**src/rtl/lfsr_index_gen.sv**
```systemverilog
// lfsr_index_gen: Galois LFSR with an unbiased, range-limited index sampler.
module lfsr_index_gen #(
  parameter int               NBITS     = 16,
  parameter logic [NBITS-1:0] TAPS      = 16'hB400,
  parameter logic [NBITS-1:0] INIT      = 16'hACE1,
  parameter int               IDXW      = 7,
  parameter int               MAX_TRIES = 8
) (
  input  logic             clk,
  input  logic             rst,
  input  logic             we,
  input  logic [127:0]     data,
  input  logic [IDXW:0]    range,
  input  logic             req,
  output logic             ready,
  output logic             idx_valid,
  output logic [IDXW-1:0]  idx,
  output logic             err,
  output logic             fallback,
  output logic [NBITS-1:0] q
);
  localparam int TW = MAX_TRIES > 1 ? $clog2(MAX_TRIES) : 1;
  typedef enum logic {IDLE, DRAW} state_t;
  state_t           state_q, state_d;
  logic [NBITS-1:0] q_q, q_d, fold, step;
  logic [IDXW:0]    range_q, range_d, r1, half_w;
  logic [TW-1:0]    tries_q, tries_d;
  logic [IDXW-1:0]  idx_q, idx_d, msk, cand, half;
  logic             vld_q, vld_d, err_q, err_d, fb_q, fb_d, ok, last;
  // Seed fold, LFSR step and the masked candidate with its rejection test.
  always_comb begin
    fold = '0;
    for (int k = 0; k < 128 / NBITS; k++) fold = fold ^ data[k*NBITS +: NBITS];
    step = q_q[0] ? (q_q >> 1) ^ TAPS : q_q >> 1;
    r1 = range_q - (IDXW+1)'(1);
    msk = r1[IDXW-1:0];
    for (int i = 0; i < IDXW; i++) msk = msk | (msk >> 1);
    cand = q_q[IDXW-1:0] & msk;
    half_w = {1'b0, msk} + (IDXW+1)'(1);
    half = half_w[IDXW:1];
    ok = {1'b0, cand} < range_q;
    last = tries_q == TW'(MAX_TRIES - 1);
  end
  // Next-state for the sampler FSM and LFSR; a seed load overrides the step.
  always_comb begin
    state_d = state_q;
    q_d = state_q == DRAW ? step : q_q;
    if (we) q_d = fold == '0 ? NBITS'(1) : fold;
    range_d = range_q;
    tries_d = tries_q;
    idx_d = idx_q;
    vld_d = 1'b0;
    err_d = 1'b0;
    fb_d = 1'b0;
    if (state_q == IDLE) begin
      if (req) begin
        range_d = range;
        tries_d = '0;
        if (range == '0) begin
          vld_d = 1'b1;
          err_d = 1'b1;
          idx_d = '0;
        end else begin
          state_d = DRAW;
        end
      end
    end else if (ok || last) begin
      idx_d = ok ? cand : cand - half;
      fb_d = !ok;
      vld_d = 1'b1;
      state_d = IDLE;
    end else begin
      tries_d = tries_q + TW'(1);
    end
  end
  // State registers with synchronous reset.
  always_ff @(posedge clk) begin
    if (rst) begin
      state_q <= IDLE;
      q_q <= INIT;
      range_q <= '0;
      tries_q <= '0;
      idx_q <= '0;
      vld_q <= 1'b0;
      err_q <= 1'b0;
      fb_q <= 1'b0;
    end else begin
      state_q <= state_d;
      q_q <= q_d;
      range_q <= range_d;
      tries_q <= tries_d;
      idx_q <= idx_d;
      vld_q <= vld_d;
      err_q <= err_d;
      fb_q <= fb_d;
    end
  end
  assign ready = state_q == IDLE;
  assign idx_valid = vld_q;
  assign idx = idx_q;
  assign err = err_q;
  assign fallback = fb_q;
  assign q = q_q;
endmodule
```
**config.mk**
```make
export PLATFORM = sky130hd
export DESIGN_NAME = lfsr_index_gen
export DESIGN_NICKNAME = d
export VERILOG_FILES = /design/src/rtl/lfsr_index_gen.sv
export SDC_FILE = /design/constraint.sdc
export NUM_CORES = 1
export LEC_CHECK = 0
export BUFFER_PORTS_ARGS = -buffer_cell sky130_fd_sc_hd__clkbuf_2
export CORE_MARGIN = 2
export CORE_UTILIZATION = 50
export CTS_BUF_LIST = sky130_fd_sc_hd__clkbuf_4 sky130_fd_sc_hd__clkbuf_8
export CTS_CLUSTER_DIAMETER = 30
export DETAILED_ROUTE_END_ITERATION = 16
export PLACE_DENSITY = 0.83
export SLEW_MARGIN = 5
export SYNTH_ARGS = -nofsm -noshare
export SYNTH_HDL_FRONTEND = slang
export SYNTH_SLANG_ARGS = --single-unit
```
**constraint.sdc**
```tcl
create_clock -name clk -period 4.88 [get_ports clk]
set_input_delay 0.976 -clock clk [delete_from_list [all_inputs] [get_ports clk]]
set_output_delay 0.976 -clock clk [all_outputs]
set_load 0.01 [all_outputs]
```
# Yosys cells after proc, flatten, opt, wreduce, memory -nomap -nowiden
# Index checks and enable logic that the tools add are counted.
[word_totals]
word_cells = 66
reg_bits = 38
[classes]
addsub = 4
mux = 20
n_eq_ne = 3
n_lt_le_gt_ge = 1
reduce_logical = 12
bitwise = 18
[op_table]
columns = ["op", "count"]
rows = [
  ["16-bit XOR", 7],
  ["16-bit two-way mux", 4],
  ["7-bit by 6-bit OR with 7-bit output", 7],
  ["7-bit two-way mux", 5],
  ["16-bit zero test", 1],
  ["3-bit two-way mux", 3],
  ["7-bit by 1-bit adder with 8-bit output, second input constant", 1],
  ["8-bit zero test", 1],
  ["7-bit by 8-bit < comparator with 1-bit output", 1],
  ["1-bit two-way mux", 8],
  ["7-bit bitwise AND", 1],
  ["7-bit by 1-bit subtractor with 7-bit output, second input constant", 1],
  ["7-bit subtractor", 1],
  ["2-bit nonzero test", 3],
  ["3-bit NOT with 4-bit output", 1],
  ["2-bit AND reduction", 2],
  ["3-bit by 1-bit adder with 3-bit output, second input constant", 1],
  ["3-bit equality test, second input constant", 1],
  ["3-bit AND reduction", 1],
  ["3-bit OR reduction", 1],
  ["2-bit by 1-bit inequality test with 1-bit output, second input constant", 1],
  ["2-bit inequality test, second input constant", 1],
  ["1-bit NOT", 2],
  ["2-bit OR reduction", 1],
  ["2 further kinds", 2],
]

# Longest topological paths before layout
[logic_depth]
ltp_word = 13
mapped_depth = 20
mapped_depth_nobuf = 18

# Worst setup path after synthesis
# No wires, ideal clock.
[synth_timing]
kind = "reg2reg"
startpoint = "reg range_q[0]"
endpoint = "reg idx_q[6] (netlist: idx[6])"
arrival_time_ns = 3.856
stages_incl_launch_ff = 20
n_path_buf = 1
path_slack_ns = 0.945
period_less_slack_ns = 3.935
path_cell_list = "dfxtp_1 -> buf_6 -> inv_1 -> ha_1 -> o21bai_2 -> a211o_1 -> a311oi_4 -> nand3_1 -> ha_1 -> inv_1 -> a21oi_1 -> mux2_2 -> a32o_1 -> a31oi_1 -> ha_1 -> nor2_1 -> a21oi_1 -> a2111oi_0 -> nor3_1 -> o211ai_1"
[synth_between]
elab_chain_len = 13
word_cells_on_any_way = 18
[synth_rtl]
columns = ["item", "line", "text"]
rows = [
  ["start, declared", "26", "logic [IDXW:0] range_q, range_d, r1, half_w;"],
  ["start signal, assigned", "90", "range_q <= range_d;"],
  ["7-bit by 1-bit subtractor with 7-bit output", "35", "r1 = range_q - (IDXW+1)'(1);"],
  ["7-bit by 6-bit OR with 7-bit output (7 in series)", "37", "for (int i = 0; i < IDXW; i++) msk = msk | (msk >> 1);"],
  ["7-bit by 1-bit adder with 8-bit output / 7-bit bitwise AND (equally long branches)", "39, 38", ""],
  ["7-bit subtractor / 7-bit by 8-bit < comparator with 1-bit output (equally long branches)", "68, 41", ""],
  ["7-bit two-way mux / 1-bit logical OR (equally long branches)", "68, 67", ""],
  ["7-bit two-way mux / 2-bit by 1-bit inequality test with 1-bit output (equally long branches)", "--", ""],
  ["7-bit two-way mux / 3-bit AND reduction (equally long branches)", "--", ""],
  ["end signal, assigned", "92", "idx_q <= idx_d;"],
  ["end, declared", "28", "logic [IDXW-1:0] idx_q, idx_d, msk, cand, half;"],
]
# Parallel ways exist; a longest one is shown, timed or not. The select of a mux whose other input is x is not followed.
# A chain may end at the register's enable or synchronous reset.

# Final worst setup path
# Same ends and word-level chain as after synthesis.

==> flow_summary.json <==
{
  "dr_wl_met2_mm": 5.462,
  "fin_nets": 768,
  "ioPinCount": 167,
  "start_util_pct": 50.83,
  "status": "completed",
  "postCtsHoldBufs": 0,
  "worstReg2RegStart": "range_q[0]$_SDFFE_PP0P_",
  "synth_top_area_cell": "xnor2_1",
  "finish.utilization_pct": 62.39,
  "finalWirelength_mm": 10.22,
  "clk_pin_slew_worst_paths_ps": 80,
  "syn-num-nets": 618,
  "die_h_um": 92.18,
  "antennaDiodeCount": 0,
  "grt_max_degree": 33,
  "netlist_area_mm2": 0.003887,
  "core_area_mm2": 0.007647,
  "max_cap_violations": 0,
  "drive_above_1_share_pct": 33.01,
  "worstHoldStart": "tries_q[2]$_SDFFE_PP0P_",
  "antenna_found_initial": 0,
  "min_to": "tries_q[2]$_SDFFE_PP0P_",
  "vdd_ir_drop_max_uv": 128.8,
  "fmax_mhz": 225.2,
  "p_leak_uw": 0.002107,
  "hpwlAfterDp_mm": 8.552,
  "synthArstFlopShare_pct": 0,
  "cp_slowest_cell": "dfxtp_1",
  "synthCells": 461,
  "cts_buffers": 5,
  "clock-sinks": 38,
  "path_max_fanout": 12,
  "synth.ff_latch_count": 38,
  "synth_ff_type": "dfxtp_1",
  "m1WireLength_mm": 3.963,
  "rsz0062_at_grt": "false",
  "dr.first_iter.drc_count": 216,
  "r2r-end": "idx[6]$_SDFFE_PP0P_",
  "cp-start-kind": "register",
  "drcViolationCount": 0,
  "setup_viol": 0,
  "cp_data_arrival_time_ps": 4670,
  "cts-root-buf": "clkbuf_8",
  "hold_class": "reg -> reg",
  "ys_warn_count": 0,
  "crit_top_cell": "ha_1",
  "critPathKind": "reg -> reg",
  "ys_seq_area_share_pct": 19.57,
  "wl_met3_um": 595,
  "io_buffer_count": 166,
  "dr_total_vias": 3862,
  "p_per_area_mw_per_mm2": 283.1,
  "first_global_vias": 3762,
  "reg2reg_depth": 18,
  "r2r_slack_ps": 440,
  "firstDrtPassIters": 4,
  "overflow": 0,
  "cts_resized": 0,
  "clk_path_buf_depth": 2,
  "final_cells": 714,
  "worst_pin_slew_ps": 871.9,
  "skew_ps": 2.954,
  "final_common_cell": "clkbuf_2",
  "die_x_um": 92.18,
  "area_growth_pct": 22.72,
  "cts_tree": "built",
  "grt_pass1_wl_mm": 16.78,
  "grt_usage_pct": 24.23,
  "routabilityCongestion": 0.9456,
  "hold_viol": 0,
  "hold_path_depth": 2,
  "cp.required_ps": 5110,
  "synthTopCellsByArea": "xnor2_1 23%, dfxtp_1 20%, ha_1 5.1%",
  "syn_avg_cell_area_um2": 8.433,
  "slew_violations": 0,
  "cpPeakStageDelay_ps": 570,
  "top_layer_used": "met4",
  "dpl.cell_count": 706,
  "postCtsSetupBuffers": 0,
  "synth_top_area_share_pct": 22.76,
  "dieArea_mm2": 0.008496,
  "critPathTopFamily": "compound AO/OA/AOI/OAI gates",
  "crit_path_start": "range_q[0]$_SDFFE_PP0P_",
  "multi_input_area_mm2": 0.002856,
  "period_share_pct": 91.01,
  "viasPerCell": 5.409,
  "wire_per_inst_um": 14.31,
  "synth_cell_types": 70,
  "rows": 32,
  "register_area_um2": 760.7,
  "crit_path_end_kind": "register",
  "htreeDepth": 2,
  "ant_nets": 0,
  "worstPathCellList": "inv_1, ha_1, o21bai_2, a211o_1, a311oi_4, nand3_1, ha_1, inv_1, a21oi_1, mux2_2, a32o_1, a31oi_1, ha_1, nor2_1, a21oi_1, a2111oi_0, nor3_1, o211ai_1",
  "final.setup.tns_ps": 0,
  "insertion_delay_ps": 300,
  "relSlewSlack_pct": 41.66,
  "final_cell_mix": "166 x clkbuf_2, 101 x xnor2_1, 38 x dfxtp_1, 36 x nor2_1, 30 x nand2_1",
  "synth_edf_count": 0,
  "cp_num_buf_inv": 2,
  "cp_num_cells": 18,
  "period_needed_ps": 4441,
  "fillers": 664
}
## worst max-delay path by stage
stage,end,slack [ps]
2_1_floorplan,idx[6]$_SDFFE_PP0P_,950
3_3_place_gp,idx[6]$_SDFFE_PP0P_,670
3_5_place_dp,idx[6]$_SDFFE_PP0P_,510
4_1_cts,idx[6]$_SDFFE_PP0P_,510
5_1_grt,idx[6]$_SDFFE_PP0P_,90
6_report,idx[6]$_SDFFE_PP0P_,440
## kinds of logic after synthesis
family          synth area share (%)
compound gates                 21.69
mux                            1.995
fa+ha+maj                      5.665
simple gates                   17.77
xor+xnor                       26.36
buf+inv                        6.952
flops                          19.57
## power breakdown
group	leakage (µW)	internal (µW)	switching (µW)
registers	0.000313	347	53.3
logic	0.00174	323	361
clock network	0.0000579	150	117
## sequential cells by signal (all words and copies together) (netlist names)
register / count
q: 16
range_q: 8
idx: 7
tries_q: 3
err: 1
fallback: 1
idx_valid: 1
state_q: 1
## metrics by stage
| stage | worst slack [ps] | total power [µW] | hold WS, ps | instance area (µm²) |
|---|---|---|---|---|
| 6_report | 438.7 | 1351 | 483.5 | 4771 |
| 5_1_grt | 89.97 | 1445 | 514.3 | 4771 |
| 4_1_cts | 510.0 | 1351 | 486.6 | 4771 |
| 3_5_place_dp | 513.2 | 1084 | 475.5 | 4662 |
| 3_3_place_gp | 673.7 | 1070 | 464.4 | 4662 |
| 2_1_floorplan | 945.2 | 900.0 | 450.8 | 3887 |
## routing by layer
| layer | GRT usage [%] | vias to the layer above |
|---|---|---|
| met5 | 0 | - |
| met4 | 8.706 | 0 |
| met3 | 3.780 | 15 |
| met2 | 46.20 | 146 |
| met1 | 26.90 | 1786 |
| li1 | - | 1915 |
## synth_stat cells (8+ instances only)
master	n
nor2_1	36
nor3_1	11
dfxtp_1	38
nand2_1	30
ha_1	16
xnor2_1	101
nand3_1	9
a21o_1	9
inv_1	19
a21oi_1	23
a2111oi_0	8
xor2_1	16
clkbuf_1	10
o21ai_0	21
## worst register-to-register path, delay by kind of cell (launching register included)
kind,cells,cell delay [ps]
adders and majority gates,3,870
DFF,1,570
buffers and inverters,2,300
AOI/OAI and AO/OA,9,1970
and+or+nand+nor,3,380
muxes,1,280
## area by class of cell
| class | instances | share of cell area, % |
|---|---|---|
| Inverter | 21 | 1.652 |
| Tap cell | 102 | 2.675 |
| Clock inverter | 3 | 0.8392 |
| Timing Repair Buffer | 167 | 17.57 |
| Multi-Input combinational cell | 378 | 59.87 |
| Sequential cell | 38 | 15.95 |
| Clock buffer | 5 | 1.442 |
No activity file was read; power rests on OpenSTA's default activity.
